`config.mk`:
```
export PLATFORM = sky130hd
export DESIGN_NAME = pc_gen_flat
export DESIGN_NICKNAME = d
export VERILOG_FILES = /design/src/rtl/pc_gen_pkg.sv /design/src/rtl/pc_gen_if.sv /design/src/rtl/pc_gen_redirect_arb.sv /design/src/rtl/pc_gen.sv /design/src/flat_wrapper.sv
export SDC_FILE = /design/constraint.sdc
export NUM_CORES = 1
export LEC_CHECK = 0
export BUFFER_PORTS_ARGS = -buffer_cell sky130_fd_sc_hd__buf_2
export CORE_UTILIZATION = 58
export CTS_BUF_LIST = sky130_fd_sc_hd__clkbuf_16
export DETAILED_ROUTE_END_ITERATION = 16
export PLACE_DENSITY = 0.87
export SLEW_MARGIN = 20
export SYNTH_ARGS = -nofsm -noshare
export SYNTH_HDL_FRONTEND = slang
export SYNTH_SLANG_ARGS = --single-unit
```
`constraint.sdc`:
```
create_clock -name i_clk -period 4.8 [get_ports i_clk]
set_input_delay 0.24 -clock i_clk [delete_from_list [all_inputs] [get_ports i_clk]]
set_output_delay 0.24 -clock i_clk [all_outputs]
set_load 0.05 [all_outputs]
```
`src/rtl/pc_gen_pkg.sv`:
```
// Shared types for the fetch-address generator: FSM states, redirect
// priority encoding and the sequential instruction step.
package pc_pkg;

  typedef enum logic [1:0] {
    RUN  = 2'd0,
    WAIT = 2'd1,
    HALT = 2'd2
  } pc_state_e;

  // Ordered so that a plain magnitude compare gives redirect precedence.
  typedef enum logic [1:0] {
    NONE = 2'd0,
    JMP  = 2'd1,
    BR   = 2'd2,
    TRAP = 2'd3
  } redir_prio_e;

  localparam int unsigned INST_STEP = 4;

endpackage

```
`src/rtl/pc_gen_if.sv`:
```
// Bundle between the core control logic (master) and pc_gen (slave),
// plus a debug view of the FSM state.
interface pc_gen_if #(
  parameter int XLEN = 32
);
  import pc_pkg::*;

  // Redirect requests are level-valid with no ready: whatever is high in a
  // cycle is consumed at the next edge (applied to PC or to the pending slot).
  logic            i_stall;
  logic            i_halt;
  logic            i_imem_busy;
  logic            i_dmem_busy;
  logic            i_trap;
  logic            i_br_taken;
  logic [XLEN-1:0] i_br_target;
  logic            i_jmp;
  logic [XLEN-1:0] i_jmp_target;
  logic [XLEN-1:0] o_imem_raddr;
  logic            o_imem_ren;
  logic [XLEN-1:0] o_nxt_pc;
  logic            o_flush_if;
  logic            o_flush_id;
  logic            o_misaligned;
  logic            o_halted;
  pc_state_e       state;

  modport master (
    output i_stall, i_halt, i_imem_busy, i_dmem_busy, i_trap,
           i_br_taken, i_br_target, i_jmp, i_jmp_target,
    input  o_imem_raddr, o_imem_ren, o_nxt_pc, o_flush_if, o_flush_id,
           o_misaligned, o_halted, state
  );

  modport slave (
    input  i_stall, i_halt, i_imem_busy, i_dmem_busy, i_trap,
           i_br_taken, i_br_target, i_jmp, i_jmp_target,
    output o_imem_raddr, o_imem_ren, o_nxt_pc, o_flush_if, o_flush_id,
           o_misaligned, o_halted, state
  );

endinterface

```
`src/rtl/pc_gen_redirect_arb.sv`:
```
// Combinational redirect arbiter: picks trap > branch > jump, clears bit 0,
// applies the alignment check and produces the pipeline flush requests.
module pc_redirect_arb
  import pc_pkg::*;
#(
  parameter int              XLEN      = 32,
  parameter logic [XLEN-1:0] TRAP_ADDR = XLEN'(32'h0000_0100),
  parameter int              IALIGN    = 32
) (
  input  logic            trap,
  input  logic            br_taken,
  input  logic [XLEN-1:0] br_target,
  input  logic            jmp,
  input  logic [XLEN-1:0] jmp_target,
  output logic            valid,
  output redir_prio_e     prio,
  output logic [XLEN-1:0] target,
  output logic            misaligned,
  output logic            flush_if,
  output logic            flush_id
);

  logic [XLEN-1:0] raw;

  always_comb begin
    prio     = NONE;
    raw      = '0;
    flush_if = 1'b0;
    flush_id = 1'b0;
    if (trap) begin
      prio     = TRAP;
      raw      = TRAP_ADDR;
      flush_if = 1'b1;
      flush_id = 1'b1;
    end else if (br_taken) begin
      prio     = BR;
      raw      = br_target;
      flush_if = 1'b1;
      flush_id = 1'b1;
    end else if (jmp) begin
      prio     = JMP;
      raw      = jmp_target;
      flush_if = 1'b1;
    end
    raw[0] = 1'b0;

    // A trap already lands on the vector, so only branch/jump are checked.
    misaligned = 1'b0;
    target     = raw;
    if (IALIGN == 32 && (prio == BR || prio == JMP) && raw[1]) begin
      misaligned = 1'b1;
      target     = TRAP_ADDR;
    end
  end

  assign valid = (prio != NONE);

endmodule

```
`src/rtl/pc_gen.sv`:
```
// Fetch PC register, RUN/WAIT/HALT control and the one-entry pending
// redirect slot used while an instruction or data miss is outstanding.
module pc_gen
  import pc_pkg::*;
#(
  parameter int              XLEN       = 32,
  parameter logic [XLEN-1:0] RESET_ADDR = '0,
  parameter logic [XLEN-1:0] TRAP_ADDR  = XLEN'(32'h0000_0100),
  parameter int              IALIGN     = 32
) (
  input  logic     i_clk,
  input  logic     i_rst_n,
  pc_gen_if.slave  bus
);

  pc_state_e       state, state_next;
  logic [XLEN-1:0] pc, pc_next, seq_pc;
  logic            pend_valid, pend_valid_next;
  redir_prio_e     pend_prio, pend_prio_next;
  logic [XLEN-1:0] pend_addr, pend_addr_next;

  logic            busy;
  logic            redir_valid, redir_mis, redir_fif, redir_fid;
  redir_prio_e     redir_prio;
  logic [XLEN-1:0] redir_target;
  logic            pend_take;

  pc_redirect_arb #(
    .XLEN      (XLEN),
    .TRAP_ADDR (TRAP_ADDR),
    .IALIGN    (IALIGN)
  ) u_arb (
    .trap       (bus.i_trap),
    .br_taken   (bus.i_br_taken),
    .br_target  (bus.i_br_target),
    .jmp        (bus.i_jmp),
    .jmp_target (bus.i_jmp_target),
    .valid      (redir_valid),
    .prio       (redir_prio),
    .target     (redir_target),
    .misaligned (redir_mis),
    .flush_if   (redir_fif),
    .flush_id   (redir_fid)
  );

  assign busy      = bus.i_imem_busy | bus.i_dmem_busy;
  assign seq_pc    = pc + XLEN'(INST_STEP);
  // Equal priority replaces the slot so the most recent redirect wins.
  assign pend_take = redir_valid && (!pend_valid || redir_prio >= pend_prio);

  always_ff @(posedge i_clk) begin
    if (!i_rst_n) state <= RUN;
    else          state <= state_next;
  end

  always_comb begin
    state_next = state;
    case (state)
      RUN: begin
        if (busy)                          state_next = WAIT;
        else if (!redir_valid && bus.i_halt) state_next = HALT;
      end
      WAIT:    if (!busy)      state_next = RUN;
      HALT:    if (bus.i_trap) state_next = RUN;
      default: state_next = RUN;
    endcase
  end

  always_comb begin
    pc_next         = pc;
    pend_valid_next = pend_valid;
    pend_prio_next  = pend_prio;
    pend_addr_next  = pend_addr;
    if (state == WAIT || (state == RUN && busy)) begin
      if (pend_take) begin
        pend_valid_next = 1'b1;
        pend_prio_next  = redir_prio;
        pend_addr_next  = redir_target;
      end
    end
    case (state)
      RUN: begin
        if (!busy) begin
          if (redir_valid)                      pc_next = redir_target;
          else if (!bus.i_halt && !bus.i_stall) pc_next = seq_pc;
        end
      end
      WAIT: begin
        if (!busy) begin
          pc_next         = pend_valid_next ? pend_addr_next : seq_pc;
          pend_valid_next = 1'b0;
          pend_prio_next  = NONE;
        end
      end
      HALT:    if (bus.i_trap) pc_next = TRAP_ADDR;
      default: pc_next = pc;
    endcase
  end

  always_ff @(posedge i_clk) begin
    if (!i_rst_n) begin
      pc         <= RESET_ADDR;
      pend_valid <= 1'b0;
      pend_prio  <= NONE;
      pend_addr  <= '0;
    end else begin
      pc         <= pc_next;
      pend_valid <= pend_valid_next;
      pend_prio  <= pend_prio_next;
      pend_addr  <= pend_addr_next;
    end
  end

  always_comb begin
    bus.o_imem_ren   = (state != HALT);
    bus.o_halted     = (state == HALT);
    bus.o_flush_if   = (state != HALT) && redir_fif;
    bus.o_flush_id   = (state != HALT) && redir_fid;
    bus.o_misaligned = (state != HALT) && redir_mis;
    bus.o_nxt_pc     = (state == WAIT) ? pc : pc_next;
  end

  assign bus.o_imem_raddr = pc;
  assign bus.state        = state;

endmodule
```
`src/flat_wrapper.sv`:
```
// flat-port wrapper written by rule: the top's interface ports become plain ports
module pc_gen_flat import pc_pkg::*;
#(
  parameter int              XLEN       = 32,
  parameter logic [XLEN-1:0] RESET_ADDR = '0,
  parameter logic [XLEN-1:0] TRAP_ADDR  = XLEN'(32'h0000_0100),
  parameter int              IALIGN     = 32
)
  (i_clk, i_rst_n, bus_i_stall, bus_i_halt, bus_i_imem_busy, bus_i_dmem_busy, bus_i_trap, bus_i_br_taken, bus_i_br_target, bus_i_jmp, bus_i_jmp_target, bus_o_imem_raddr, bus_o_imem_ren, bus_o_nxt_pc, bus_o_flush_if, bus_o_flush_id, bus_o_misaligned, bus_o_halted, bus_state);
  pc_gen_if #(.XLEN(XLEN)) bus_i ();
  input  logic i_clk;
  input  logic i_rst_n;
  input wire logic [$bits(bus_i.i_stall)-1:0] bus_i_stall;
  input wire logic [$bits(bus_i.i_halt)-1:0] bus_i_halt;
  input wire logic [$bits(bus_i.i_imem_busy)-1:0] bus_i_imem_busy;
  input wire logic [$bits(bus_i.i_dmem_busy)-1:0] bus_i_dmem_busy;
  input wire logic [$bits(bus_i.i_trap)-1:0] bus_i_trap;
  input wire logic [$bits(bus_i.i_br_taken)-1:0] bus_i_br_taken;
  input wire logic [$bits(bus_i.i_br_target)-1:0] bus_i_br_target;
  input wire logic [$bits(bus_i.i_jmp)-1:0] bus_i_jmp;
  input wire logic [$bits(bus_i.i_jmp_target)-1:0] bus_i_jmp_target;
  output wire logic [$bits(bus_i.o_imem_raddr)-1:0] bus_o_imem_raddr;
  output wire logic [$bits(bus_i.o_imem_ren)-1:0] bus_o_imem_ren;
  output wire logic [$bits(bus_i.o_nxt_pc)-1:0] bus_o_nxt_pc;
  output wire logic [$bits(bus_i.o_flush_if)-1:0] bus_o_flush_if;
  output wire logic [$bits(bus_i.o_flush_id)-1:0] bus_o_flush_id;
  output wire logic [$bits(bus_i.o_misaligned)-1:0] bus_o_misaligned;
  output wire logic [$bits(bus_i.o_halted)-1:0] bus_o_halted;
  output wire logic [$bits(bus_i.state)-1:0] bus_state;
  assign bus_i.i_stall = bus_i_stall;
  assign bus_i.i_halt = bus_i_halt;
  assign bus_i.i_imem_busy = bus_i_imem_busy;
  assign bus_i.i_dmem_busy = bus_i_dmem_busy;
  assign bus_i.i_trap = bus_i_trap;
  assign bus_i.i_br_taken = bus_i_br_taken;
  assign bus_i.i_br_target = bus_i_br_target;
  assign bus_i.i_jmp = bus_i_jmp;
  assign bus_i.i_jmp_target = bus_i_jmp_target;
  assign bus_o_imem_raddr = bus_i.o_imem_raddr;
  assign bus_o_imem_ren = bus_i.o_imem_ren;
  assign bus_o_nxt_pc = bus_i.o_nxt_pc;
  assign bus_o_flush_if = bus_i.o_flush_if;
  assign bus_o_flush_id = bus_i.o_flush_id;
  assign bus_o_misaligned = bus_i.o_misaligned;
  assign bus_o_halted = bus_i.o_halted;
  assign bus_state = bus_i.state;
  pc_gen #(.XLEN(XLEN), .RESET_ADDR(RESET_ADDR), .TRAP_ADDR(TRAP_ADDR), .IALIGN(IALIGN)) u_core (.i_clk(i_clk), .i_rst_n(i_rst_n), .bus(bus_i));
endmodule
```
==> summary.md <==
| Metric | Value |
|---|---|
| Crit path cell chain | buf_2 -> nor2b_2 -> nor2_1 -> ha_1 -> buf_4 -> or3b_1 -> or3_1 -> o311ai_1 -> mux2_2 -> buf_2 |
| Status | completed |
| Initial DRC Count | 978 |
| Synth cell count leaders | 81 x nand2_1, 75 x nor2_1, 69 x dfxtp_1, 55 x a21oi_1, 43 x o21ai_0 |
| ANT cells | 0 |
| First-pass GRT wire length | 33400 um |
| Initial antenna violation count | 0 |
| Post-synthesis sequential area ratio | 0.261 |
| Predominant post-synthesis flop cell | dfxtp_1 |
| CP Capture Type | output port |
| Share of layout cells above drive strength 1 | 0.226 |
| Worst Path Required | 4.56 ns |
| Synth warn | 0 |
| FF+latch count, synth | 69 |
| Post-CTS Setup Bufs | 0 |
| Total wire length | 21700 um |
| Dpl ws | 1.10 ns |
| Clock skew | 0.0141 ns |
| Fin crit period | 3.81 ns |
| Vias in the first global route | 6215 |
| Top cells by area, synth | dfxtp_1 26%, nand2_1 5.8%, nor2_1 5.3%, a21oi_1 5.2%, a22oi_1 4.5% |
| Syn_area_per_cell | 7.29 um^2 |
| Post-Syn Instances | 725 |
| Remaining Overflow, GRT | 0 |
| PortBufs | 141 |
| Largest net degree at the start of global routing | 37 |
| # setup viols final | 0 |
| Via density | 7.20 |
| Slew Limit Fails | 0 |
| Clock root buffer | clkbuf_16 |
| Clock transition at path regs | 0.07 ns |
| Clk buf depth | 2 |
| Simple-gate share of the synthesized area | 0.274 |
| PwrDens | 287 mW/mm^2 |
| Clk_lat worst skew | 0.35 ns |
| Mux contribution to synthesized area | 0.0140 |
| Resized cells post-CTS | 0 |
| Synth top area share | 0.261 |
| Hold Vio Cnt, Final | 0 |
| Yosys top cell by area | dfxtp_1 |
| Peak Freq | 262 MHz |
| DPL Wire Length | 15900 um |
| Nets | 908 |
| Setup Crit Path Kind | primary input to output port |
| # clock sinks | 69 |
| CP max FO | 36 |
| CTS buffer count | 9 |
| Ys async rst share | 0 |
| Maximum VDD drop | 0.000182 V |
| Startpoint types | primary input |
| CTS tree | done |
| Number of synthesized flops with an enable pin | 0 |
| Worst rel slew slack | 0.221 |
| Setup TNS | 0 ns |
| Crit-path slowest cell | or3_1 |
| Fin crit share | 0.794 |
| Number of max-cap violations | 0 |
| Worst slew pin tran | 1.16 ns |
| Count leader, synth | nand2_1 |
| Most used cell, CP | buf_2 |
| TritonRoute pass-1 iters | 6 |
| Initial core utilization | 0.603 |
| Placed cell area | 0.00598 mm^2 |
| Overall Global Routing Usage | 0.447 |
| Final hold slack | 0.253 ns |
| RSZ-0062 raised after global routing | false |
| FP Rows | 34 |
| H-tree Lvls | 3 |
| Synthesis-to-finish area growth | 18.9% |
| Post-DR wirelength/cell | 23.0 um |
| Worst setup margin | 0.987 ns |
| CP max stage delay | 0.63 ns |
| Synthesized cell area | 0.00529 mm^2 |
| DIE AREA | 0.00950 mm^2 |
| Post-synth cell types | 71 |
| P_leak | 0.00261 uW |
| DRC | 0 |
| Main combinational cell family by area after synthesis | compound AO/OA/AOI/OAI gates |
| Vias | 6793 |
| Hold WC Path Type | primary input to register |
| Routability cong. | 0.981 |
| Post-DRT Antenna Nets | 0 |
| Hold buffer count at CTS | 0 |
| Total core area | 0.00876 mm^2 |
| CP Data Arrival Time | 3.57 ns |
| Die Y | 97.5 um |
| Boundary pin count | 144 |
| Synth Area in XOR/XNOR | 0.0414 |
| Die Width | 97.5 um |
| Synthesized Nets | 802 |
| Synth Area in Compound Gates | 0.348 |
| Synth Area in Adders | 0.00947 |
| Final instance area | 0.00628 mm^2 |
-- state kept, by name (all words and copies together) (netlist names) --
| signal | cells |
|---|---|
| u_core.bus.o_imem_raddr | 32 |
| u_core.pend_addr | 32 |
| u_core.pend_valid | 1 |
| u_core.bus.state | 2 |
| u_core.pend_prio | 2 |
-- cell families after synthesis --
| logic type | after synthesis |
|---|---|
| flops | 69 |
| simple gates | 287 |
| xor+xnor | 25 |
| fa+ha+maj | 4 |
| compound gates | 265 |
| mux | 7 |
| buf+inv | 68 |
-- worst paths after layout --
kind                                                        from                                     end  slack (ns)  depth (start not counted)
worst max-delay path                              bus_i_br_taken                        bus_o_nxt_pc[11]        0.99                         10
worst min-delay path                         bus_i_jmp_target[8]          u_core.pend_addr[8]$_SDFF_PN0_        0.25                          3
worst max register to register  u_core.bus.state[0]$_SDFFE_PN0P_  u_core.bus.o_imem_raddr[21]$_SDFF_PN0_        1.49                          8
worst min register to register    u_core.pend_addr[4]$_SDFF_PN0_          u_core.pend_addr[4]$_SDFF_PN0_        0.47                          2
-- cells in the final DEF (no fill, tap or decap), types with 14 or more instances in the layout --
cell type,netlist,final
nand3_1,24,24
buf_2,16,141
nand2_1,81,81
a22o_1,17,17
xnor2_1,14,14
a21oi_1,55,55
o21ai_0,43,43
dfxtp_1,69,69
a22oi_1,32,32
nor3_1,24,24
nor2_1,75,75
-- through the flow --
| stage | utilization | cells | power, uW |
|---|---|---|---|
| floorplan | - | 725 | 962 |
| detailed placement | 0.683 | 928 | 1110 |
| CTS | 0.717 | 944 | 1780 |
| global route | 0.717 | 944 | 1840 |
| finish | 0.717 | 944 | 1800 |
| global placement | 0.683 | 928 | 1100 |
-- per-layer routing --
metal / up-vias / wire, um / track usage
met5: - / 0 / 0
met4: 0 / 863 / 0.180
met3: 104 / 3410 / 0.147
met2: 596 / 9110 / 0.663
met1: 3139 / 8340 / 0.597
li1: 2954 / - / -
-- where the power goes --
group	total [uW]	switching, uW	leakage (uW)	internal [uW]
clock network	680	311	0.000145	369
logic	483	340	0.00190	143
registers	640	40.6	0.000562	599
-- worst max-delay path, delay by kind of cell --
| family | cells | cell delay [ns] |
|---|---|---|
| AOI/OAI and AO/OA | 1 | 0.43 |
| adders and majority gates | 1 | 0.20 |
| and+or+nand+nor | 4 | 1.47 |
| buffers and inverters | 3 | 0.98 |
| muxes | 1 | 0.24 |
-- layout make-up --
| type | count | area [um^2] |
|---|---|---|
| clock buffers | 9 | 225 |
| clock inverters | 7 | 75.1 |
| fillers | 774 | 2480 |
| inverters | 9 | 33.8 |
| multi-input cells | 588 | 3630 |
| flip-flops and latches | 69 | 1380 |
| well taps | 108 | 135 |
| repair buffers | 154 | 803 |
Note: power is estimated with default switching activity, not from simulation.
